--- src/rtl/stim_resp_tester.sv ---
// Stimulus/response latency tester for QD1.
// Pulses stimulus, times each response rising edge, keeps pass/timeout/min/max/last.
module stim_resp_tester #(
  parameter int PULSE_GAP = 4,
  parameter int TIMEOUT   = 1000,
  parameter int NUM_TESTS = 8,
  parameter int CNT_W     = 16
) (
  input  logic             clk_50_clk,
  input  logic             reset_reset_n,
  input  logic             start,
  input  logic             response_in,
  output logic             stimulus_out,
  output logic             busy,
  output logic             done,
  output logic [CNT_W-1:0] last_latency,
  output logic [CNT_W-1:0] min_latency,
  output logic [CNT_W-1:0] max_latency,
  output logic [7:0]       pass_count,
  output logic [7:0]       timeout_count
);

  localparam int GW = $clog2(PULSE_GAP + 1);

  typedef enum logic [2:0] {
    IDLE, GAP, STIM, NEXT, FIN
  } state_t;

  state_t           state_q;
  logic             resp_q;
  logic             stim_q;
  logic             busy_q;
  logic             done_q;
  logic [GW-1:0]    gap_q;
  logic [CNT_W-1:0] lat_q;
  logic [CNT_W-1:0] lat_d;
  logic [7:0]       trial_q;
  logic [7:0]       trial_d;
  logic [CNT_W-1:0] last_q;
  logic [CNT_W-1:0] min_q;
  logic [CNT_W-1:0] max_q;
  logic [7:0]       pass_q;
  logic [7:0]       tout_q;
  logic             resp_edge;

  assign resp_edge = response_in & ~resp_q;
  // lat_d is the edge count since the stimulus rose
  assign lat_d     = lat_q + 1'b1;
  assign trial_d   = trial_q + 8'd1;

  always_ff @(posedge clk_50_clk) begin
    if (!reset_reset_n) begin
      state_q <= IDLE;
      resp_q  <= 1'b0;
      stim_q  <= 1'b0;
      busy_q  <= 1'b0;
      done_q  <= 1'b0;
      gap_q   <= '0;
      lat_q   <= '0;
      trial_q <= '0;
      last_q  <= '0;
      min_q   <= '1;
      max_q   <= '0;
      pass_q  <= '0;
      tout_q  <= '0;
    end else begin
      resp_q <= response_in;
      done_q <= 1'b0;
      unique case (state_q)
        IDLE: begin
          if (start) begin
            last_q  <= '0;
            min_q   <= '1;
            max_q   <= '0;
            pass_q  <= '0;
            tout_q  <= '0;
            trial_q <= '0;
            gap_q   <= '0;
            busy_q  <= 1'b1;
            state_q <= GAP;
          end
        end
        GAP: begin
          stim_q <= 1'b0;
          if (gap_q == GW'(PULSE_GAP - 1)) begin
            stim_q  <= 1'b1;
            lat_q   <= '0;
            state_q <= STIM;
          end else begin
            gap_q <= gap_q + 1'b1;
          end
        end
        STIM: begin
          lat_q <= lat_d;
          if (resp_edge) begin
            last_q  <= lat_d;
            pass_q  <= pass_q + 8'd1;
            stim_q  <= 1'b0;
            state_q <= NEXT;
            if (lat_d < min_q) min_q <= lat_d;
            if (lat_d > max_q) max_q <= lat_d;
          end else if (lat_d == CNT_W'(TIMEOUT)) begin
            tout_q  <= tout_q + 8'd1;
            stim_q  <= 1'b0;
            state_q <= NEXT;
          end
        end
        NEXT: begin
          trial_q <= trial_d;
          if (trial_d == 8'(NUM_TESTS)) begin
            state_q <= FIN;
          end else begin
            gap_q   <= '0;
            state_q <= GAP;
          end
        end
        FIN: begin
          done_q  <= 1'b1;
          busy_q  <= 1'b0;
          state_q <= IDLE;
        end
        default: state_q <= IDLE;
      endcase
    end
  end

  assign stimulus_out  = stim_q;
  assign busy          = busy_q;
  assign done          = done_q;
  assign last_latency  = last_q;
  assign min_latency   = min_q;
  assign max_latency   = max_q;
  assign pass_count    = pass_q;
  assign timeout_count = tout_q;

endmodule

--- config.mk ---
export PLATFORM = sky130hd
export DESIGN_NAME = stim_resp_tester
export DESIGN_NICKNAME = d
export VERILOG_FILES = /design/src/rtl/stim_resp_tester.sv
export SDC_FILE = /design/constraint.sdc
export NUM_CORES = 1
export LEC_CHECK = 0
export CORE_MARGIN = 4
export CORE_UTILIZATION = 50
export CTS_CLUSTER_DIAMETER = 30
export DETAILED_ROUTE_END_ITERATION = 8
export PLACE_DENSITY_LB_ADDON = 0.25
export SLEW_MARGIN = 20
export SYNTH_ARGS = -nofsm -noshare
export SYNTH_HDL_FRONTEND = slang
export SYNTH_SLANG_ARGS = --single-unit
--- constraint.sdc ---
create_clock -name clk_50_clk -period 3.7 [get_ports clk_50_clk]
set_input_delay 0.555 -clock clk_50_clk [delete_from_list [all_inputs] [get_ports clk_50_clk]]
set_output_delay 0.555 -clock clk_50_clk [all_outputs]
set_load 0.01 [all_outputs]
==> results.py, run 1 <==
metrics = {
    "synth": {
        "synth_edf_count": 0,
        "yosys.area_share.simple": 0.265,
        "ys_types": 67,
        "synthMuxAreaShare": 0.0719,
        "ys.flop_type": "dfxtp_1",
        "synth_fa_ha_area_frac": 0.0851,
        "syn_nets": 691,
        "synth-async-reset-ratio": 0,
        "ys_ff_latch": 98,
        "synthCells": 650,
        "syn_area_per_cell_um2": 8.57,
        "yosysSeqAreaShare": 0.352,
        "synth_xor_area_frac": 0.0359,
        "synth_top_family_by_area": "simple AND/OR/NAND/NOR gates",
        "syn-cell-area_um2": 5570,
        "synth_compound_area_frac": 0.131,
        "yosysWarnings": 0,
    },
    "floorplanning": {
        "die-width_um": 114,
        "dieArea_um2": 12900,
        "row_count": 38,
        "core-area_um2": 10900,
        "ios": 71,
        "start_util": 0.512,
        "die_height_um": 114,
    },
    "cts": {
        "root_buffer": "clkbuf_8",
        "cts_tree": "built",
        "cts_hold_buffers": 0,
        "path_clk_slew_ps": 90,
        "clock-sinks": 98,
        "cts_made_buffers": 9,
        "htreeDepth": 3,
        "clk_latency_ps": 380,
        "clockBufferDepth": 2,
    },
    "sta": {
        "finalMaxSlewViolations": 0,
        "fin_setup_tns_ps": 0,
        "relSlewSlack": 0.508,
        "min_period_over_period": 0.927,
        "worst_slack_ps": 271,
        "clock.fmax_mhz": 292,
        "worst_pin_slew_ps": 733,
        "final_hold_viol_count": 0,
        "finalClockSkew_ps": 12.4,
        "rsz0062_at_grt": "no",
        "period_needed_ps": 3430,
        "setup_violations": 0,
    },
    "global_routing": {
        "overflow": 0,
        "grt_max_degree": 41,
        "grt_usage": 0.225,
        "antenna_found_initial": 0,
        "grt_pass1_vias": 4574,
        "grt_pass1_wl_um": 23400,
    },
    "worst_setup_path": {
        "r2r_slack_ps": 270,
        "crit_required_ps": 4000,
        "cp_cell_sequence": "buf_4 > nand4_4 > nor4_4 > buf_4 > xor2_2 > ha_1 > a21o_1 > a21oi_1 > nor2b_1 > a2111oi_0 > o31ai_1 > o21ai_2 > buf_4 > mux2i_1",
        "max_stage_delay_ps": 380,
        "r2r-end": "max_latency[3]",
        "cp-end-kind": "flop",
        "r2r_start": "lat_q[0]",
        "r2r_cells": 14,
        "crit_slowest_cell": "a2111oi_0",
        "arrival_ps": 3730,
        "startpoint_type": "flop",
        "path_class": "reg -> reg",
        "cp_max_fo": 16,
        "crit_top_cell": "buf_4",
    },
    "min_path": {
        "holdPathStages": 2,
        "hold_end": "gap_q[2]",
        "hp-start": "gap_q[2]",
        "hold_class": "reg -> reg",
    },
    "placed_design": {
        "place_congestion": 0.913,
        "hpwlAfterDp_um": 10500,
        "io_buffers": 70,
        "dp_slack_ps": 114,
    },
    "power": {
        "leakage_nw": 2.90,
        "power_density_nw_per_um2": 283,
        "vdd_ir_drop_max_uv": 259,
    },
    "detailed_routing": {
        "routedWlPerCell_um": 16.5,
        "vias": 4841,
        "met3_length_um": 861,
        "drtPass1Iterations": 5,
        "wl_met1_um": 6390,
        "highest_layer": "met4",
        "drc_errors": 0,
        "via_per_inst": 5.56,
        "ant_nets": 0,
        "route.met2.wl_um": 6900,
        "wl_um": 14400,
        "dr.first_iter.drc_count": 385,
    },
    "job": {
        "maxCapViolCount": 0,
    },
    "cells_and_area": {
        "n_antenna_cell": 0,
        "synthToLayoutAreaGrowth_pct": 20.4,
        "post-route-util": 0.616,
        "fin_nets": 767,
        "drive_gt1_frac": 0.0971,
    },
    "outcome": {
        "status": "complete, no violations",
    },
}
how the worst max path moves through the flow:
stage / cells after the start / to / start / slack [ps]
CTS: 11 / min_latency[2] / lat_q[4] / 100
detailed placement: 12 / max_latency[4] / lat_q[4] / 110
floorplan: 13 / max_latency[10] / lat_q[1] / 300
finish: 14 / max_latency[3] / lat_q[0] / 270
global placement: 12 / min_latency[5] / lat_q[0] / 260
global route: 13 / max_latency[9] / lat_q[7] / 50
flip-flops by register name (all words and copies together), names as in the netlist:
name / cells
last_latency: 16
lat_q: 16
max_latency: 16
min_latency: 16
pass_count: 8
timeout_count: 8
trial_q: 8
gap_q: 3
state_q: 3
busy: 1
done: 1
resp_q: 1
stimulus_out: 1
area by class of cell:
type | instances | area, um^2
fillers | 982 | 4180
multi-input cells | 484 | 3290
flip-flops and latches | 98 | 1960
repair buffers | 100 | 946
well taps | 140 | 175
clock buffers | 12 | 155
inverters | 33 | 124
clock inverters | 4 | 50.0
cells by family (layout without fill, tap and decap cells):
logic type | after synthesis | in the layout
fa+ha+maj | 38 | 38
mux | 40 | 40
flops | 98 | 98
xor+xnor | 22 | 22
compound gates | 105 | 105
buf+inv | 68 | 149
simple gates | 279 | 279
per-layer routing:
| layer | vias up | GRT usage |
|---|---|---|
| met2 | 136 | 0.363 |
| met4 | 0 | 0.0809 |
| li1 | 2397 | - |
| met1 | 2289 | 0.301 |
| met5 | - | 0 |
| met3 | 19 | 0.0451 |
Yosys cell counts, types with 3 or more instances:
library cell / number / area, um^2
nor2_1: 62 / 233
a21boi_0: 8 / 60.1
or2_2: 3 / 18.8
xnor2_1: 12 / 105
mux2i_1: 40 / 400
nor3_1: 8 / 40.0
and2_1: 18 / 113
a31o_2: 3 / 26.3
or3_1: 3 / 18.8
and3_1: 10 / 62.6
a21oi_1: 20 / 100
a211oi_1: 4 / 30.0
nand3b_1: 3 / 22.5
o31ai_1: 3 / 22.5
dfxtp_1: 98 / 1960
o21ai_0: 25 / 125
a22oi_1: 20 / 150
ha_1: 37 / 463
nand4_1: 7 / 43.8
inv_1: 32 / 120
nor2b_1: 31 / 194
xor2_1: 9 / 78.8
nand2b_1: 10 / 62.6
clkbuf_8: 4 / 55.1
clkbuf_1: 25 / 93.8
and4_1: 3 / 26.3
nand2_1: 76 / 285
nand3_1: 26 / 130
worst max-delay path: cells and delay by family (launching register included):
| kind | cells | cell delay, ps |
|---|---|---|
| xor+xnor | 1 | 310 |
| buf+inv | 3 | 650 |
| flops | 1 | 370 |
| fa+ha+maj | 1 | 320 |
| mux | 1 | 240 |
| simple gates | 3 | 510 |
| compound gates | 5 | 960 |
report_power, final:
| group | switching (mW) | internal [mW] |
|---|---|---|
| sequential | 0.00521 | 1.06 |
| combinational | 0.0732 | 0.0458 |
| clock | 0.369 | 0.349 |
stage by stage:
stage | cell area (um^2) | std cells | hold slack (ps) | total power [mW]
6_report | 6710 | 871 | 475 | 1.90
5_1_grt | 6710 | 871 | 512 | 1.97
4_1_cts | 6660 | 868 | 479 | 1.92
3_5_place_dp | 6460 | 852 | 467 | 1.20
3_3_place_gp | 6460 | 852 | 450 | 1.20
2_1_floorplan | 5570 | 650 | 441 | 1.18
repair_timing:
item | 4_1_cts | 5_1_grt
hold endpoints to repair | 0 | 0
resized for setup | 0 | 3
setup buffers | 0 | 3
endpoints found under the setup margin | 0 | 32
placed cells by master, fill, tap and decap left out, types with 3 or more instances in the layout:
| cell type | netlist | final |
|---|---|---|
| clkdlybuf4s50_1 | 0 | 69 |
| or2_2 | 3 | 3 |
| nor2_1 | 62 | 62 |
| a211oi_1 | 4 | 4 |
| nand2_1 | 76 | 76 |
| and3_1 | 10 | 10 |
| nand2b_1 | 10 | 10 |
| xnor2_1 | 12 | 12 |
| mux2i_1 | 40 | 40 |
| ha_1 | 37 | 37 |
| and4_1 | 3 | 3 |
| clkbuf_8 | 4 | 11 |
| and2_1 | 18 | 18 |
| o21ai_0 | 25 | 25 |
| o31ai_1 | 3 | 3 |
| xor2_1 | 9 | 8 |
| dfxtp_1 | 98 | 96 |
| nor3_1 | 8 | 8 |
| a31o_2 | 3 | 3 |
| or3_1 | 3 | 3 |
| nor2b_1 | 31 | 31 |
| a21oi_1 | 20 | 20 |
| a22oi_1 | 20 | 20 |
| nand4_1 | 7 | 7 |
| nand3b_1 | 3 | 3 |
| a21boi_0 | 8 | 8 |
| buf_4 | 2 | 28 |
| nand3_1 | 26 | 26 |
| inv_1 | 32 | 32 |
(Power assumes the default switching activity.)
==> inputs of run 2 (changes only) <==
Settings changed: CTS_CLUSTER_DIAMETER 30 to default.
==> results of run 2 <==
Final layout, timing and power as in run 1 (identical DEF).
==> inputs of run 3 (changes only) <==
--- a/config.mk
+++ b/config.mk
@@ -6,9 +6,8 @@
 export NUM_CORES = 1
 export LEC_CHECK = 0
-export CORE_MARGIN = 4
+export CORE_MARGIN = 1.5
 export CORE_UTILIZATION = 50
 export DETAILED_ROUTE_END_ITERATION = 8
 export PLACE_DENSITY_LB_ADDON = 0.25
-export SLEW_MARGIN = 20
 export SYNTH_ARGS = -nofsm -noshare
 export SYNTH_HDL_FRONTEND = slang
==> constraint.sdc (replaced) <==
create_clock -name clk_50_clk -period 3.7 [get_ports clk_50_clk]
set_input_delay 0.925 -clock clk_50_clk [delete_from_list [all_inputs] [get_ports clk_50_clk]]
set_output_delay 0.925 -clock clk_50_clk [all_outputs]
set_load 0.01 [all_outputs]
==> results.py, run 3 (synthesized netlist as in run 1, its figures left out) <==
metrics = {
    "worst_setup_path": {
        "cp_max_fo": 15,
        "crit_required_ps": 3970,
        "arrival_ps": 3750,
        "cp-end-kind": "flop",
        "startpoint_type": "flop",
        "path_class": "reg -> reg",
    },
    "cells_and_area": {
        "drive_gt1_frac": 0.103,
        "fin_nets": 765,
        "final_common_cell": "dfxtp_1",
        "n_antenna_cell": 0,
        "final_area_um2": 6700,
        "mostFrequentLayoutCells": "dfxtp_1 (93), nand2_1 (76), clkdlybuf4s50_1 (69)",
        "post-route-util": 0.618,
        "synthToLayoutAreaGrowth_pct": 20.4,
        "fillers": 965,
        "seq_area_um2": 1970,
        "multiInputGateArea_um2": 3300,
    },
    "placed_design": {
        "dp_slack_ps": -42.5,
        "hpwlAfterDp_um": 10300,
        "io_buffers": 70,
        "dpl_cell_area_um2": 6450,
        "place_congestion": 0.894,
    },
    "sta": {
        "clock.fmax_mhz": 288,
        "finalClockSkew_ps": 7.95,
        "worst_slack_ps": 224,
        "period_needed_ps": 3480,
        "min_period_over_period": 0.939,
        "worst_pin_slew_ps": 807,
        "relSlewSlack": 0.458,
        "rsz0062_at_grt": "no",
        "finalMaxSlewViolations": 0,
        "final_hold_viol_count": 0,
        "setup_violations": 0,
    },
    "detailed_routing": {
        "dr.first_iter.drc_count": 254,
        "via_per_inst": 5.62,
        "vias": 4882,
        "ant_nets": 0,
        "drc_errors": 0,
        "routedWlPerCell_um": 16.6,
        "wl_um": 14400,
        "drtPass1Iterations": 7,
    },
    "floorplanning": {
        "start_util": 0.514,
        "dieArea_um2": 11800,
        "die-width_um": 109,
        "core-area_um2": 10800,
        "ios": 71,
        "die_height_um": 109,
        "row_count": 38,
    },
    "power": {
        "power_mw": 1.86,
        "vdd_ir_drop_max_uv": 202,
        "combPwrFrac": 0.067,
        "power.switching_uw": 459,
        "pwr-share-clk": 0.363,
        "leakage_nw": 2.89,
        "swShare": 0.246,
        "p_seq_frac": 0.570,
        "power_density_nw_per_um2": 278,
        "internal-power_mw": 1.41,
    },
    "min_path": {
        "hold_class": "reg -> reg",
    },
    "cts": {
        "cts_made_buffers": 9,
        "path_clk_slew_ps": 90,
        "clock-sinks": 98,
        "htreeDepth": 3,
        "cts_hold_buffers": 0,
        "clockBufferDepth": 2,
        "clk_latency_ps": 380,
        "root_buffer": "clkbuf_8",
        "cts_tree": "built",
    },
    "outcome": {
        "status": "complete, no violations",
    },
    "global_routing": {
        "grt_pass1_vias": 4584,
        "grt_max_degree": 55,
        "overflow": 0,
        "grt_usage": 0.254,
        "antenna_found_initial": 0,
        "grt_pass1_wl_um": 23000,
    },
    "job": {
        "maxCapViolCount": 0,
    },
}
[run 3: changes by cell type in the layout (fill, tap and decap cells not counted), sizes merged]
cell | previous run | this run
buf | 31 | 29
bufinv | 1 | 0
clkinv | 2 | 3
[run 3: worst paths after layout]
path	from	endpoint	slack, ps	depth (start not counted)
max	lat_q[9]	min_latency[1]	220	12
max reg2reg	lat_q[9]	min_latency[1]	220	12
min reg2reg	gap_q[2]	gap_q[2]	470	2
min	gap_q[2]	gap_q[2]	470	2
[run 3: layout make-up]
cell class | instances | share of cell area
Timing Repair Buffer | 98 | 0.141
Clock inverter | 4 | 0.00373
Multi-Input combinational cell | 484 | 0.493
Inverter | 33 | 0.0185
Tap cell | 140 | 0.0261
Sequential cell | 98 | 0.294
Clock buffer | 12 | 0.0246
[run 3: critical path, cell delays in order (launching register included)]
cell,delay [ps]
dfxtp_1,450
nand4_2,190
nor4_4,460
and3_4,290
xor2_1,220
ha_1,270
and4_1,250
a41o_1,250
a221oi_1,270
maj3_2,270
o211ai_4,110
buf_12,190
mux2i_1,120
[run 3: metal layers]
| metal | vias to the layer above | part of all wire | track usage |
|---|---|---|---|
| met5 | - | 0 | 0 |
| met2 | 140 | 0.48 | 0.426 |
| met3 | 26 | 0.047 | 0.0404 |
| li1 | 2399 | - | - |
| met4 | 0 | 0.026 | 0.108 |
| met1 | 2317 | 0.45 | 0.322 |
[run 3: timing repair]
| action | in CTS | in global routing |
|---|---|---|
| setup buffers | 2 | 1 |
| setup endpoints to repair | 16 | 32 |
| pin swaps | 1 | 1 |
| resized for setup | 0 | 9 |
[run 3: through the flow]
step | hold WS (ps) | instances | setup TNS (ps)
after floorplan | 441 | 650 | 0
after global placement | 446 | 850 | 0
after detailed placement | 464 | 850 | -317
after CTS | 477 | 868 | 0
after global routing | 490 | 869 | 0
final | 471 | 869 | 0
[run 3: power by group through the flow]
stage | clock network (mW) | registers [mW] | logic, mW
final | 0.677 | 1.06 | 0.125
after global routing | 0.731 | 1.06 | 0.136
after CTS | 0.697 | 1.06 | 0.125
after detailed placement | 0 | 1.09 | 0.118
after global placement | 0 | 1.09 | 0.116
after floorplan | 0 | 1.08 | 0.0920
